$ cat src/rtl/music_sequencer.sv
// Note-table music sequencer: debounced mode key, per-song note table, IDLE/PLAY/GAP FSM.
// Define MUSIC_LOOP_EN to repeat the song; otherwise playback stops after the last note.
module music_sequencer #(
   parameter int NUM_SONGS  = 3,
   parameter int SONG_LEN   = 16,
   parameter int DIV_W      = 16,
   parameter int NOTE_TICKS = 250000,
   parameter int GAP_TICKS  = 2500,
   parameter int DEB_CYC    = 20000,
   localparam int SONG_W    = $clog2(NUM_SONGS),
   localparam int IDX_W     = $clog2(SONG_LEN)
) (
   input  logic              clk,
   input  logic              rst_n,
   input  logic              key_in,
   input  logic              play_en,
   input  logic              cfg_we,
   input  logic [SONG_W-1:0] cfg_song,
   input  logic [IDX_W-1:0]  cfg_addr,
   input  logic [DIV_W-1:0]  cfg_period,
   output logic              tone_out,
   output logic [NUM_SONGS-1:0] led_mode,
   output logic [IDX_W-1:0]  note_idx,
   output logic              busy,
   output logic [1:0]        dbg_state
);

   localparam int CNT_W = $clog2(NOTE_TICKS);
   localparam int DEB_W = $clog2(DEB_CYC + 1);
   localparam logic [CNT_W-1:0]     PLAY_END  = CNT_W'(NOTE_TICKS - GAP_TICKS - 1);
   localparam logic [CNT_W-1:0]     SLOT_END  = CNT_W'(NOTE_TICKS - 1);
   localparam logic [DEB_W-1:0]     DEB_LAST  = DEB_W'(DEB_CYC - 1);
   localparam logic [SONG_W-1:0]    LAST_SONG = SONG_W'(NUM_SONGS - 1);
   localparam logic [IDX_W-1:0]     LAST_IDX  = IDX_W'(SONG_LEN - 1);
   localparam logic [IDX_W-1:0]     IDX_ZERO  = '0;
   localparam logic [NUM_SONGS-1:0] LED_ONE   = NUM_SONGS'(1);

   typedef enum logic [1:0] {
      S_IDLE = 2'd0,
      S_PLAY = 2'd1,
      S_GAP  = 2'd2
   } state_t;

   state_t              state;
   logic                key_meta;
   logic                key_sync;
   logic                deb_level;
   logic [DEB_W-1:0]    deb_cnt;
   logic                press;
   logic [SONG_W-1:0]   song;
   logic [SONG_W-1:0]   song_inc;
   logic [SONG_W-1:0]   load_song;
   logic [IDX_W-1:0]    idx_inc;
   logic [CNT_W-1:0]    slot_cnt;
   logic [DIV_W-1:0]    tone_cnt;
   logic [DIV_W-1:0]    cur_period;
   logic                song_done;
   logic [DIV_W-1:0]    note_tbl [NUM_SONGS*SONG_LEN];

   assign song_inc  = (song == LAST_SONG) ? '0 : song + SONG_W'(1);
   assign load_song = press ? song_inc : song;
   assign idx_inc   = note_idx + IDX_W'(1);
   assign busy      = (state != S_IDLE);
   assign dbg_state = state;

   // A press pulse fires only when the debounced level falls (key is active-low).
   always_ff @(posedge clk or negedge rst_n) begin
      if (!rst_n) begin
         key_meta  <= 1'b1;
         key_sync  <= 1'b1;
         deb_level <= 1'b1;
         deb_cnt   <= '0;
         press     <= 1'b0;
      end else begin
         key_meta <= key_in;
         key_sync <= key_meta;
         press    <= 1'b0;
         if (key_sync == deb_level) begin
            deb_cnt <= '0;
         end else if (deb_cnt == DEB_LAST) begin
            deb_level <= key_sync;
            deb_cnt   <= '0;
            press     <= ~key_sync;
         end else begin
            deb_cnt <= deb_cnt + DEB_W'(1);
         end
      end
   end

   // Table has no reset; cur_period holds a copy so writes to the sounding note wait for the next load.
   always_ff @(posedge clk) begin
      if (cfg_we && (cfg_song <= LAST_SONG))
         note_tbl[{cfg_song, cfg_addr}] <= cfg_period;
   end

   always_ff @(posedge clk or negedge rst_n) begin
      if (!rst_n) begin
         state      <= S_IDLE;
         song       <= '0;
         led_mode   <= LED_ONE;
         note_idx   <= '0;
         slot_cnt   <= '0;
         tone_cnt   <= '0;
         tone_out   <= 1'b0;
         cur_period <= '0;
         song_done  <= 1'b0;
      end else begin
         led_mode <= LED_ONE << song;
         if (press)
            song <= song_inc;

         if (!play_en) begin
            state     <= S_IDLE;
            note_idx  <= '0;
            slot_cnt  <= '0;
            tone_cnt  <= '0;
            tone_out  <= 1'b0;
            song_done <= 1'b0;
         end else if (press && (state != S_IDLE)) begin
            // Song change while playing outranks the end-of-slot transition.
            state      <= S_PLAY;
            note_idx   <= '0;
            slot_cnt   <= '0;
            tone_cnt   <= '0;
            tone_out   <= 1'b0;
            cur_period <= note_tbl[{load_song, IDX_ZERO}];
         end else begin
            case (state)
               S_IDLE: begin
                  if (!song_done) begin
                     state      <= S_PLAY;
                     note_idx   <= '0;
                     slot_cnt   <= '0;
                     tone_cnt   <= '0;
                     tone_out   <= 1'b0;
                     cur_period <= note_tbl[{load_song, IDX_ZERO}];
                  end
               end
               S_PLAY: begin
                  slot_cnt <= slot_cnt + CNT_W'(1);
                  if (slot_cnt == PLAY_END) begin
                     state    <= S_GAP;
                     tone_cnt <= '0;
                     tone_out <= 1'b0;
                  end else if (cur_period == '0) begin
                     tone_cnt <= '0;
                     tone_out <= 1'b0;
                  end else if (tone_cnt == cur_period - DIV_W'(1)) begin
                     tone_cnt <= '0;
                     tone_out <= ~tone_out;
                  end else begin
                     tone_cnt <= tone_cnt + DIV_W'(1);
                  end
               end
               S_GAP: begin
                  tone_out <= 1'b0;
                  if (slot_cnt != SLOT_END) begin
                     slot_cnt <= slot_cnt + CNT_W'(1);
                  end else if (note_idx == LAST_IDX) begin
`ifdef MUSIC_LOOP_EN
                     state      <= S_PLAY;
                     note_idx   <= '0;
                     slot_cnt   <= '0;
                     tone_cnt   <= '0;
                     cur_period <= note_tbl[{song, IDX_ZERO}];
`else
                     state     <= S_IDLE;
                     note_idx  <= '0;
                     slot_cnt  <= '0;
                     tone_cnt  <= '0;
                     song_done <= 1'b1;
`endif
                  end else begin
                     state      <= S_PLAY;
                     note_idx   <= idx_inc;
                     slot_cnt   <= '0;
                     tone_cnt   <= '0;
                     cur_period <= note_tbl[{song, idx_inc}];
                  end
               end
               default: state <= S_IDLE;
            endcase
         end
      end
   end

endmodule

$ cat config.mk
export PLATFORM = sky130hd
export DESIGN_NAME = music_sequencer
export DESIGN_NICKNAME = d
export VERILOG_FILES = /design/src/rtl/music_sequencer.sv
export SDC_FILE = /design/constraint.sdc
export NUM_CORES = 1
export LEC_CHECK = 0
export CAP_MARGIN = 20
export CORE_MARGIN = 2
export CORE_UTILIZATION = 52
export DETAILED_ROUTE_END_ITERATION = 10
export GPL_TIMING_DRIVEN = 0
export PLACE_DENSITY = 0.71
export SYNTH_ARGS = -nofsm -noshare
export SYNTH_HDL_FRONTEND = slang
export SYNTH_SLANG_ARGS = --single-unit
$ cat constraint.sdc
create_clock -name clk -period 3.13 [get_ports clk]
set_clock_uncertainty 0.2 [all_clocks]
set_input_delay 0.4695 -clock clk [delete_from_list [all_inputs] [get_ports clk]]
set_output_delay 0.4695 -clock clk [all_outputs]
set_load 0.005 [all_outputs]
==> flow_summary.toml <==
[timing]
finalWorstSetupSlack_ps = -301.4
whs_ps = 56.80
setup_violations = 16
finalHoldViolCount = 0
slew_headroom_pct = 31.40
setup_tns_ps = -3208
drv_slew = 0
rsz0062_at_grt = "yes"
tightestPinTransition_ps = 1028
timing.final.crit_share_pct = 109.6
fmax_mhz = 291.4
fin_crit_ps = 3431

[die]
io_pins = 38
core_sq_mm = 0.06575
die_y_um = 261.8
die_w_um = 261.8
start_util_pct = 52.56
fp-row-count = 94
die-area_sq_mm = 0.06853

[cells_and_area]
fin_nets = 2135
area_delta_synth_final_pct = 17.60
drive_gt1_share_pct = 28.06
mostFrequentLayoutCell = "edfxtp_1"
layout_common_cells = "edfxtp_1, mux4_2, nand2_1"
finalInstanceArea_sq_mm = 0.04063

[setup_path]
critPathMaxFanout = 5
critPathTopFamily = "multiplexers"
slowest_delay_ps = 600
end_kind = "flop"
cp_data_arrival_time_ps = 3750
path_common_cell = "mux4_2"
startpoint_type = "flop"
worstPathBufferInverterCount = 1
critPathKind = "flop to flop"
cp_slowest_cell = "o211ai_1"
cp_cell_sequence = "ha_4 -> buf_12 -> mux4_2 -> mux4_2 -> o211ai_1 -> nand3_1 -> a22o_1"
cp_data_required_time_ps = 3450

[cts]
numCtsBuffers = 85
clock_sinks = 850
cts-root-buf = "clkbuf_16"
insertion_delay_ps = 660
cts_tree = "yes"
clk_pin_slew_ps = 60
max-clock-path-buffers = 3
htree_levels = 3

[power_and_ir_drop]
leakagePower_nw = 13.21
power.density_mw_per_mm2 = 683.7
peakVddDrop_mv = 0.3950

[worst_hold_path]
hp-class = "primary input to flop"

[yosys]
synth_area_sq_mm = 0.03455
syn_inst = 1890
synth_seq_cells = 850
netlist.area_leader.share_pct = 66.74
yosysTopAreaCell = "edfxtp_1"
async_flop_share_pct = 9.647
yosysWarnings = 0
synth_cell_types = 72
synthTopCellsByArea = "edfxtp_1, mux4_2, dfrtp_1"
syn_nets = 1927
dominantRegCellSynth = "edfxtp_1"
yosysSeqAreaShare_pct = 72.70
syn_avg_cell_area_sq_um = 18.28
synth_edf_count = 768

[outcome]
violations = "negative setup slack"
status = "complete, but fails checks"

[drt]
via_per_inst = 6.438
ant_nets = 0
wl_per_cell_um = 29.16
vias = 19534
drc = 0
firstDrtPassIters = 5
routed_wl_mm = 88.46
drt_iter0_drc = 2669

[global_route]
grt_max_degree = 57
grt_pass1_wl_mm = 129.4
track_usage_pct = 26.37
grt_overflow = 0
grt_pass1_vias = 19405
antenna_found_initial = 3

[placement]
hpwl_mm = 59.16
placed_area_sq_mm = 0.03686
io_buffers = 37
place.gp.congestion = 0.9763

[run]
drv_cap = 0
-- area by class of cell --
type                    count  area (sq um)
clock buffers              97          2192
plain buffers              97         839.6
clock inverters            59         654.4
multi-input cells         922          9230
repair buffers            126          1445
flip-flops and latches    850         25120
fillers                  4467         25110
inverters                  16         60.06
diodes                      3         7.507
well taps                 864          1081
-- power by group --
| group | leakage (nW) | internal, W | switching (W) | total (W) |
|---|---|---|---|---|
| registers | 8.00 | 0.0126 | 0.000214 | 0.0128 |
| logic | 3.81 | 0.00207 | 0.00246 | 0.00453 |
| clock network | 1.40 | 0.00613 | 0.00434 | 0.0105 |
| total | 13.2 | 0.0208 | 0.00701 | 0.0278 |
-- cell families after synthesis --
group	share of synthesized area, %
xor+xnor	1.090
buf+inv	1.499
simple gates	6.257
compound gates	3.306
flops	72.70
mux	14.79
fa+ha+maj	0.3621
-- repair_timing --
item                                    CTS  global route
buffers inserted                         12            24
endpoints found under the hold margin    78             0
pin swaps                                16            14
endpoints found under the setup margin   51            39
gates cloned                              1             2
hold buffers                              1             0
gates resized for setup                 167            31
-- through the flow --
stage | instances | util (%) | worst slack (ps) | total power [W]
after floorplan | 1890 | - | 8.574 | 0.01553
after global placement | 2791 | 54.77 | -1566 | 0.01680
after detailed placement | 2841 | 56.06 | -1564 | 0.01691
after CTS | 3006 | 61.34 | -156.3 | 0.02761
after global routing | 3033 | 61.80 | -253.5 | 0.02857
final | 3034 | 61.80 | -301.4 | 0.02778
-- layer usage --
layer	track usage [%]	up-vias	share of wire, %
li1	-	8047	-
met1	35.84	10111	38
met2	42.09	1164	48
met3	6.298	210	9.9
met4	9.643	2	3.6
met5	0	-	0.014
-- flip-flops by register name, indices dropped and copies added, names as in the netlist --
register	flops
cur_period	16
dbg_state	2
deb_cnt	15
deb_level	1
key_meta	1
key_sync	1
led_mode	3
note_idx	4
note_tbl	768
press	1
slot_cnt	18
song	2
song_done	1
tone_cnt	16
tone_out	1
-- final timing paths --
check,start,to,slack (ps),cells after the start
min in group asynchronous,rst_n,cur_period[4],110,2
min reg2reg,key_meta,key_sync,190,0
max in group asynchronous,rst_n,deb_level,1940,3
max,note_idx[0],cur_period[5],-300,7
min,key_in,key_meta,60,1
max reg2reg,note_idx[0],cur_period[5],-300,7
-- synthesized netlist by cell type (17+ instances only) --
cell      number
mux2i_1       23
a21oi_1       49
xor2_1        24
o211ai_1      18
xnor2_1       19
nand2_1      143
dfrtp_1       78
mux4_2       215
nand2b_1      17
clkbuf_1      57
nand3_1       86
buf_2         27
nand4_1       20
nor2_1       110
o21ai_0       30
edfxtp_1     768
Note: power is estimated with default switching activity, not from simulation.
